--- src/rtl/exec_defs.sv ---
// rtl/exec_defs.sv - shared opcode, ALU_OP and FSM state definitions for exec_ctrl
// Contents: state_t (IDLE/DECODE/EXEC/WB), opcode and ALU_OP constants, alu_op_of().
package exec_defs;

    typedef enum logic [1:0] {
        S_IDLE   = 2'd0,
        S_DECODE = 2'd1,
        S_EXEC   = 2'd2,
        S_WB     = 2'd3
    } state_t;

    // Instruction opcodes; any opcode with bit 2 set is an ADD.
    localparam logic [2:0] OPC_MOV   = 3'b000;
    localparam logic [2:0] OPC_SHIFT = 3'b001;
    localparam logic [2:0] OPC_BNEG  = 3'b010;
    localparam logic [2:0] OPC_NOR   = 3'b011;

    // ALU_OP encodings; ALU_NONE is what MOV drives since it bypasses the ALU.
    localparam logic [2:0] ALU_NONE  = 3'b000;
    localparam logic [2:0] ALU_SHIFT = 3'b001;
    localparam logic [2:0] ALU_BNEG  = 3'b010;
    localparam logic [2:0] ALU_NOR   = 3'b011;
    localparam logic [2:0] ALU_ADD   = 3'b100;

    function automatic logic [2:0] alu_op_of(input logic [2:0] opcode);
        logic [2:0] op;
        case (opcode)
            OPC_MOV:   op = ALU_NONE;
            OPC_SHIFT: op = ALU_SHIFT;
            OPC_BNEG:  op = ALU_BNEG;
            OPC_NOR:   op = ALU_NOR;
            default:   op = ALU_ADD;
        endcase
        return op;
    endfunction

endpackage

--- src/rtl/reg_file.sv ---
// rtl/reg_file.sv - 8x8 register file, two read ports, one write port, debug read port
// Ports: clk, reset (sync active-high, clears all entries), we/waddr/wdata write port,
//        raddr_a/rdata_a and raddr_b/rdata_b operand reads, dbg_addr/dbg_data debug read.
// All reads are combinational, so a write becomes visible only after its clock edge.
module reg_file (
    input  logic       clk,
    input  logic       reset,
    input  logic       we,
    input  logic [2:0] waddr,
    input  logic [7:0] wdata,
    input  logic [2:0] raddr_a,
    input  logic [2:0] raddr_b,
    input  logic [2:0] dbg_addr,
    output logic [7:0] rdata_a,
    output logic [7:0] rdata_b,
    output logic [7:0] dbg_data
);

    logic [7:0] regs [8];

    always_ff @(posedge clk) begin
        if (reset) begin
            for (int i = 0; i < 8; i++) begin
                regs[i] <= 8'h00;
            end
        end else if (we) begin
            regs[waddr] <= wdata;
        end
    end

    assign rdata_a  = regs[raddr_a];
    assign rdata_b  = regs[raddr_b];
    assign dbg_data = regs[dbg_addr];

endmodule

--- src/rtl/exec_ctrl.sv ---
// rtl/exec_ctrl.sv - four-state (IDLE/DECODE/EXEC/WB) execution controller driving an external ALU
// Ports: CLK, Reset (sync active-high); InstValid/Inst/InstReady instruction handshake;
//        ALU_A/ALU_B/ALU_OP to the ALU, ALU_Out/ALU_Zero back; Done/BranchTaken pulses,
//        ZeroFlag; PreWr/PreAddr/PreData preload port (IDLE only); DbgAddr/DbgData debug read.
module exec_ctrl
    import exec_defs::*;
(
    input  logic       CLK,
    input  logic       Reset,
    input  logic       InstValid,
    input  logic [8:0] Inst,
    output logic       InstReady,
    output logic [7:0] ALU_A,
    output logic [7:0] ALU_B,
    output logic [2:0] ALU_OP,
    input  logic [7:0] ALU_Out,
    input  logic       ALU_Zero,
    output logic       Done,
    output logic       BranchTaken,
    output logic       ZeroFlag,
    input  logic       PreWr,
    input  logic [2:0] PreAddr,
    input  logic [7:0] PreData,
    input  logic [2:0] DbgAddr,
    output logic [7:0] DbgData
);

    state_t     state, state_nxt;
    logic [2:0] alu_op_q, rd_q;
    logic [7:0] op_a_q, op_b_q, res_q;
    logic       res_zero_q, done_q, branch_q, zero_flag_q;

    logic       accept, drive_alu;
    logic       rf_we;
    logic [2:0] rf_waddr;
    logic [7:0] rf_wdata, rf_rdata_a, rf_rdata_b;

    assign InstReady = (state == S_IDLE);
    assign accept    = InstValid && InstReady;

    // The WB write and the preload are mutually exclusive by state.
    assign rf_we    = ((state == S_WB) && (alu_op_q != ALU_BNEG)) || ((state == S_IDLE) && PreWr);
    assign rf_waddr = (state == S_WB) ? rd_q  : PreAddr;
    assign rf_wdata = (state == S_WB) ? res_q : PreData;

    reg_file u_reg_file (
        .clk      (CLK),
        .reset    (Reset),
        .we       (rf_we),
        .waddr    (rf_waddr),
        .wdata    (rf_wdata),
        .raddr_a  (Inst[5:3]),
        .raddr_b  (Inst[2:0]),
        .dbg_addr (DbgAddr),
        .rdata_a  (rf_rdata_a),
        .rdata_b  (rf_rdata_b),
        .dbg_data (DbgData)
    );

    always_ff @(posedge CLK) begin
        if (Reset) begin
            state <= S_IDLE;
        end else begin
            state <= state_nxt;
        end
    end

    always_comb begin
        state_nxt = state;
        case (state)
            S_IDLE:   if (accept) state_nxt = S_DECODE;
            S_DECODE: state_nxt = S_EXEC;
            S_EXEC:   state_nxt = S_WB;
            S_WB:     state_nxt = S_IDLE;
            default:  state_nxt = S_IDLE;
        endcase
    end

    // Operands are sampled on the accept edge and held through DECODE: a preload
    // landing on that same edge must not be seen by the accepted instruction.
    always_ff @(posedge CLK) begin
        if (Reset) begin
            alu_op_q    <= ALU_NONE;
            rd_q        <= 3'd0;
            op_a_q      <= 8'h00;
            op_b_q      <= 8'h00;
            res_q       <= 8'h00;
            res_zero_q  <= 1'b0;
            done_q      <= 1'b0;
            branch_q    <= 1'b0;
            zero_flag_q <= 1'b0;
        end else begin
            done_q   <= 1'b0;
            branch_q <= 1'b0;
            case (state)
                S_IDLE: begin
                    if (accept) begin
                        alu_op_q <= alu_op_of(Inst[8:6]);
                        rd_q     <= Inst[5:3];
                        op_a_q   <= rf_rdata_a;
                        op_b_q   <= rf_rdata_b;
                    end
                end
                S_EXEC: begin
                    res_q      <= (alu_op_q == ALU_NONE) ? op_b_q : ALU_Out;
                    res_zero_q <= ALU_Zero;
                end
                S_WB: begin
                    done_q   <= 1'b1;
                    branch_q <= (alu_op_q == ALU_BNEG) && (res_q == 8'h00);
                    if (alu_op_q != ALU_NONE) begin
                        zero_flag_q <= res_zero_q;
                    end
                end
                default: ;
            endcase
        end
    end

    assign drive_alu   = (state == S_EXEC) || (state == S_WB);
    assign ALU_A       = drive_alu ? op_a_q   : 8'h00;
    assign ALU_B       = drive_alu ? op_b_q   : 8'h00;
    assign ALU_OP      = drive_alu ? alu_op_q : 3'b000;
    assign Done        = done_q;
    assign BranchTaken = branch_q;
    assign ZeroFlag    = zero_flag_q;

endmodule

--- config.mk ---
export PLATFORM = sky130hd
export DESIGN_NAME = exec_ctrl
export DESIGN_NICKNAME = d
export VERILOG_FILES = /design/src/rtl/exec_defs.sv /design/src/rtl/reg_file.sv /design/src/rtl/exec_ctrl.sv
export SDC_FILE = /design/constraint.sdc
export NUM_CORES = 1
export LEC_CHECK = 0
export CAP_MARGIN = 20
export CORE_AREA = 2 2 93 131
export DETAILED_ROUTE_END_ITERATION = 10
export DIE_AREA = 0 0 95 133
export PLACE_DENSITY = 0.82
export SYNTH_ARGS = -nofsm -noshare
export SYNTH_HDL_FRONTEND = slang
export SYNTH_SLANG_ARGS = --single-unit
export TNS_END_PERCENT = 30
--- constraint.sdc ---
create_clock -name CLK -period 2.8 [get_ports CLK]
set_input_delay 0.84 -clock CLK [delete_from_list [all_inputs] [get_ports CLK]]
set_output_delay 0.84 -clock CLK [all_outputs]
set_load 0.01 [all_outputs]
==> results of run 1 <==
[flip-flops by register name (all words and copies together) (netlist names)]
signal / flops
state: 2
op_b_q: 8
alu_op_q: 3
res_q: 8
rd_q: 3
res_zero_q: 1
BranchTaken: 1
op_a_q: 8
u_reg_file.regs: 64
ZeroFlag: 1
Done: 1
[critical path, stage by stage]
cell    delay [ns]
buf_8         0.09
buf_16        0.13
buf_12        0.11
mux4_2        0.49
mux2_4        0.28
buf_6         0.12
[worst max-delay path by stage]
stage,slack [ns],from,end,depth (start not counted)
after global routing,-0.14,DbgAddr[0],DbgData[4],6
after global placement,-0.88,DbgAddr[0],DbgData[1],5
after floorplan,0.01,DbgAddr[0],DbgData[0],4
final,-0.10,DbgAddr[0],DbgData[4],6
after CTS,-0.11,DbgAddr[0],DbgData[4],6
after detailed placement,-0.87,DbgAddr[0],DbgData[1],5
[per-stage QoR]
step	setup WS (ns)	utilization (%)	hold WS, ns	power, mW
floorplan	0.01331	-	0.4484	2.970
global placement	-0.8794	57.37	0.4663	3.517
detailed placement	-0.8749	57.37	0.4770	3.579
CTS	-0.1093	60.75	0.4863	4.782
global route	-0.1411	60.92	0.5123	5.004
finish	-0.1033	60.92	0.4876	4.806
[area by class of cell]
type / count / area share, %
Clock inverter: 4 / 0.4077
Clock buffer: 12 / 3.652
Multi-Input combinational cell: 388 / 39.83
Tap cell: 147 / 2.606
Inverter: 6 / 0.3191
Timing Repair Buffer: 112 / 15.72
Sequential cell: 100 / 37.46
[metal layers]
metal | share of wire, % | wire (um) | track usage (%)
met1 | 36 | 5968 | 32.72
met3 | 7.4 | 1223 | 3.702
met5 | 0 | 0 | 0
met4 | 4.5 | 746 | 13.61
met2 | 52 | 8560 | 45.63
[cells in the mapped netlist, drive strengths merged (16+ instances only)]
master,number
nor3,19
mux2i,75
clkbuf,16
mux4,16
a21oi,23
dfxtp,36
buf,30
nor2b,16
nand2,18
edfxtp,64
a22oi,33
nor2,105
a31oi,17
[report_power, final]
group	total, mW	switching (mW)	leakage [nW]	internal, mW
logic	1.57	0.860	1.72	0.707
clock network	1.19	0.526	0.143	0.662
registers	2.05	0.235	0.960	1.81
[logic make-up (layout without fill, tap and decap cells)]
| family | after synthesis | count (layout) |
|---|---|---|
| fa+ha+maj | 4 | 4 |
| flops | 100 | 100 |
| compound gates | 93 | 93 |
| buf+inv | 52 | 134 |
| mux | 99 | 99 |
| simple gates | 192 | 192 |
[timing repair]
| action | in CTS | in global routing |
|---|---|---|
| buffers inserted | 3 | 0 |
| gates cloned | 2 | 0 |
| endpoints found under the setup margin | 17 | 8 |
| resized for setup | 66 | 4 |
==> flow_summary.json, run 1 <==
{
  "relSlewSlack_pct": 59.28,
  "dp_cells": 748,
  "placed_area_um2": 6646,
  "dieArea_um2": 12640,
  "areaGrowthSynthToFinish_pct": 22.95,
  "tightest_slew_ns": 0.6080,
  "final_hold_viol_count": 0,
  "worst_slack_ns": -0.1033,
  "cts_root_buffer": "clkbuf_16",
  "hp-start": "alu_op_q[1]",
  "min_to": "alu_op_q[1]",
  "drive_gt1_share_pct": 16.40,
  "grt-ovfl-total": 0,
  "setup_viol_count_final": 5,
  "period_share_pct": 103.7,
  "regToRegEndpoint": "u_reg_file.regs[6][4]",
  "post_drt_via_cell_ratio": 6.139,
  "grt_setup_unrepaired": "true",
  "postCtsHoldBufs": 0,
  "ys_seq_area_share_pct": 46.03,
  "final_cell_area_um2": 7058,
  "antenna_cells": 0,
  "synth_adder_area_share_pct": 0.8718,
  "drt_iter0_markers": 566,
  "start_util_pct": 49.55,
  "synth_area_leader_cell": "edfxtp_1",
  "clockBufferDepth": 2,
  "cts_buffers": 9,
  "cp_max_fo": 7,
  "syn-num-nets": 580,
  "fillCellCount": 892,
  "crit_type": "in -> out",
  "status": "complete, but fails checks",
  "postRouteAntennaNets": 0,
  "io_pins": 67,
  "dieHeight_um": 133,
  "gp_congestion": 0.9446,
  "drv_cap": 0,
  "worstPathRequired_ns": 1.96,
  "worstPathArrival_ns": 2.06,
  "via_count": 4721,
  "finalClockSkew_ns": 0.01248,
  "first_global_vias": 4625,
  "layout_commonest_cell": "nor2_1",
  "synth_cells": 540,
  "ff2ff_path_depth": 7,
  "ys_dominant_reg_cell": "edfxtp_1",
  "ys_async_sr_fraction_pct": 0,
  "tns_ns": -0.3147,
  "reg2reg_slack_ns": 0.33,
  "max_freq_ghz": 0.3444,
  "final_max_slew_viol_count": 0,
  "fin_cells": 769,
  "hold-path-cell-count": 2,
  "synth_seq_cells": 100,
  "synth.top_cell.area_share_pct": 33.48,
  "grt_usage_pct": 26.82,
  "wl_per_cell_um": 21.45,
  "h-tree-depth": 3,
  "core_area_um2": 11580,
  "cts_tree": "yes",
  "violations": "setup timing",
  "synth.area.mux_share_pct": 20.92,
  "yosys.cell_types.count": 39,
  "worstHoldPathType": "reg -> reg",
  "first_pass_iters": 5,
  "multi_input_area_um2": 2811,
  "clk_latency_ns": 0.35,
  "ir_drop_mv": 0.7214,
  "synth-xor-area-share_pct": 0,
  "route.detailed.drc": 0,
  "startpoint_type": "input port",
  "leakagePower_nw": 2.819,
  "grt_max_degree": 44,
  "hpwl_mm": 11.38,
  "rows": 47,
  "cp-end-kind": "output pin",
  "fin_nets": 657,
  "cts_sinks": 100,
  "syn_area_per_cell_um2": 10.63,
  "port_buffers": 66,
  "fp.dieW_um": 95,
  "r2r-start": "state[1]",
  "layout_min_cycle_time_ns": 2.903,
  "regArea_um2": 2644,
  "antenna_found_initial": 0,
  "clk_pin_slew_ns": 0.07,
  "routed_wl_mm": 16.50,
  "p_per_area_nw_per_um2": 680.9,
  "synth_simple_gate_area_share_pct": 15.87,
  "synth_edf_count": 64,
  "synthTopCellsByArea": "edfxtp_1 (33%), mux2i_1 (13%), dfxtp_1 (13%)",
  "syn_area_um2": 5741,
  "yosys_warnings": 0,
  "final_cell_mix": "nor2_1 (103), mux2i_1 (75), edfxtp_1 (64), clkdlybuf4s50_1 (45), buf_4 (37)",
  "grt_pass1_wl_mm": 25.19,
  "synth_compound_area_share_pct": 10.92,
  "synth_top_family_by_area": "multiplexers"
}
Power figures use the tool's default switching activity.
==> run 2: changes to the inputs <==
SYNTH_HIERARCHICAL = 1   (was not set)
==> run 2 against run 1 <==
  * The flow still finishes with violations (setup timing)
  * Via count down 9.5%
  * Power down 11%
  * Sequential power down 9%
  * Critical path type unchanged
  * Largest power group unchanged
  * Highest routed layer unchanged
==> flow_summary.json, run 2 <==
{
  "final_hold_viol_count": 0,
  "setup_viol_count_final": 8,
  "synthTopCellsByArea": "edfxtp_1 (33%), mux4_1 (19%), dfxtp_1 (13%)",
  "p_sw_mw": 1.368,
  "final_cell_mix": "nor3_1 (64), edfxtp_1 (64), nand2_1 (61), clkdlybuf4s50_1 (47), dfxtp_1 (35)",
  "core_area_um2": 11580,
  "crit_path_max_incr_delay_ns": 0.50,
  "route.detailed.drc": 0,
  "synthTopCellsByCount": "edfxtp_1 (64), nor3_1 (64), nand2_1 (61), mux4_1 (41), dfxtp_1 (36)",
  "pwr-share-comb_pct": 29.4,
  "relSlewSlack_pct": 50.82,
  "postCtsHoldBufs": 0,
  "ys_seq_area_share_pct": 45.98,
  "first_pass_iters": 5,
  "crit_type": "in -> out",
  "drt_iter0_markers": 360,
  "synth_edf_count": 64,
  "p_per_area_nw_per_um2": 612.1,
  "fin_nets": 575,
  "wl_per_cell_um": 21.64,
  "h-tree-depth": 3,
  "status": "complete, but fails checks",
  "leakagePower_nw": 2.647,
  "post-place-ws_ns": -0.9266,
  "worstPathArrival_ns": 1.99,
  "antenna_found_initial": 0,
  "dieHeight_um": 133,
  "final_util_pct": 60.63,
  "via_count": 4273,
  "violations": "setup timing",
  "synth_seq_cells": 100,
  "cp_max_fo": 8,
  "cts_tree": "yes",
  "grt_max_degree": 37,
  "yosys_warnings": 6,
  "postRouteAntennaNets": 0,
  "gp_congestion": 0.8479,
  "synth.top_cell.area_share_pct": 33.44,
  "cp_slowest_cell": "mux4_2",
  "antenna_cells": 0,
  "clockBufferDepth": 2,
  "synth_cells": 459,
  "syn_area_per_cell_um2": 12.52,
  "fp.dieW_um": 95,
  "worstHoldPathType": "reg -> reg",
  "seqPwrFrac_pct": 43.6,
  "ys_dominant_reg_cell": "edfxtp_1",
  "worst_slack_ns": -0.03447,
  "yosys.cell_types.count": 38,
  "first_global_vias": 4277,
  "dieArea_um2": 12640,
  "grt_pass1_wl_mm": 22.88,
  "fillCellCount": 833,
  "fin_hold_ws_ns": 0.4538,
  "worstPathRequired_ns": 1.96,
  "finalClockSkew_ns": 0.006763,
  "swShare_pct": 31.82,
  "port_buffers": 66,
  "synth_area_leader_cell": "edfxtp_1",
  "drv_cap": 0,
  "clkPwrFrac_pct": 27.1,
  "io_pins": 67,
  "ys_async_sr_fraction_pct": 0,
  "grt_setup_unrepaired": "true",
  "final_cell_area_um2": 7024,
  "p_int_mw": 2.931,
  "placed_area_um2": 6646,
  "hpwl_mm": 10.68,
  "cts_sinks": 100,
  "crit_chain": "buf_12 > buf_8 > mux4_2 > mux2_4 > buf_6",
  "grt_usage_pct": 24.14,
  "cts_root_buffer": "clkbuf_16",
  "grt-ovfl-total": 0,
  "startpoint_type": "input port",
  "layout_min_cycle_time_ns": 2.834,
  "clk_latency_ns": 0.35,
  "drive_gt1_share_pct": 23.89,
  "final_max_slew_viol_count": 0,
  "post_drt_via_cell_ratio": 6.220,
  "cts_buffers": 9,
  "ir_drop_mv": 0.2907,
  "areaGrowthSynthToFinish_pct": 22.23,
  "tightest_slew_ns": 0.7359,
  "max_freq_ghz": 0.3528,
  "rows": 47,
  "clk_pin_slew_ns": 0.07,
  "syn_area_um2": 5747,
  "cp-end-kind": "output pin",
  "routed_wl_mm": 14.86,
  "start_util_pct": 49.61,
  "syn-num-nets": 499,
  "regMostFlops": "u_reg_file/regs",
  "largest_reg_flops": 64,
  "period_share_pct": 101.2
}
[run 2: cell count changes in the layout (fill, tap and decap cells not counted), moves of 17 or more]
cell     delta
nor2_1     -89
mux2i_1    -73
nor3_1     +45
nand2_1    +43
a22oi_1    -32
mux4_1     +27
mux2_2     +26
a31oi_1    -17
[run 2: path summary, 6_finish.rpt]
path	from	endpoint	slack [ns]	cells past startpoint
max	DbgAddr[0]	DbgData[4]	-0.03	5
min	op_a_q[0]	op_a_q[0]	0.45	2
max reg2reg	state[1]	u_reg_file/regs[4][2]	0.31	6
min reg2reg	op_a_q[0]	op_a_q[0]	0.45	2
[run 2: cells by family (layout without fill, tap and decap cells)]
family                     count (synthesis)  count (layout)  share of synthesized area (%)
adders and majority gates                  4               4                         0.8709
buffers and inverters                     54             135                          5.160
and+or+nand+nor                          174             174                          14.65
muxes                                     85              85                          28.70
DFF                                      100             100                          45.98
AOI/OAI and AO/OA                         42              42                          4.638
[run 2: routing by layer]
layer	vias up	GRT usage [%]	wire length, um
li1	1909	-	-
met1	2050	26.27	5205
met2	261	43.10	7974
met3	53	5.581	1093
met4	0	11.84	590
met5	-	0	0
[run 2: power groups by stage]
stage,logic (mW),clock network (mW),registers [mW]
3_5_place_dp,1.20,0,1.89
2_1_floorplan,0.821,0,1.84
6_report,1.26,1.16,1.87
4_1_cts,1.25,1.17,1.86
3_3_place_gp,1.15,0,1.88
5_1_grt,1.36,1.24,1.89
[run 2: metrics by stage]
| step | total power [mW] | std cells | setup TNS [ns] |
|---|---|---|---|
| floorplan | 2.660 | 459 | 0 |
| global placement | 3.028 | 662 | -7.004 |
| detailed placement | 3.091 | 662 | -7.583 |
| CTS | 4.286 | 686 | -0.7831 |
| global route | 4.486 | 687 | -0.2787 |
| finish | 4.299 | 687 | -0.1453 |
[run 2: critical path: cells and delay by family]
kind / cells / cell delay [ns]
buf+inv: 3 / 0.35
mux: 2 / 0.79
[run 2: layout make-up]
type / count / area [um^2] / share of cell area (%)
Clock inverter: 5 / 42.54 / 0.6056
Sequential cell: 100 / 2644 / 37.64
Clock buffer: 11 / 232.7 / 3.313
Tap cell: 147 / 183.9 / 2.618
Inverter: 11 / 41.29 / 0.5878
Multi-Input combinational cell: 305 / 2784 / 39.63
Timing Repair Buffer: 108 / 1096 / 15.60
[run 2: what timing repair did]
action | in CTS | in global routing
pin swaps | 0 | 0
setup endpoints to repair | 17 | 26
hold endpoints to repair | 0 | 0
buffers inserted | 7 | 2
gates cloned | 1 | 0
resized for setup | 75 | 15
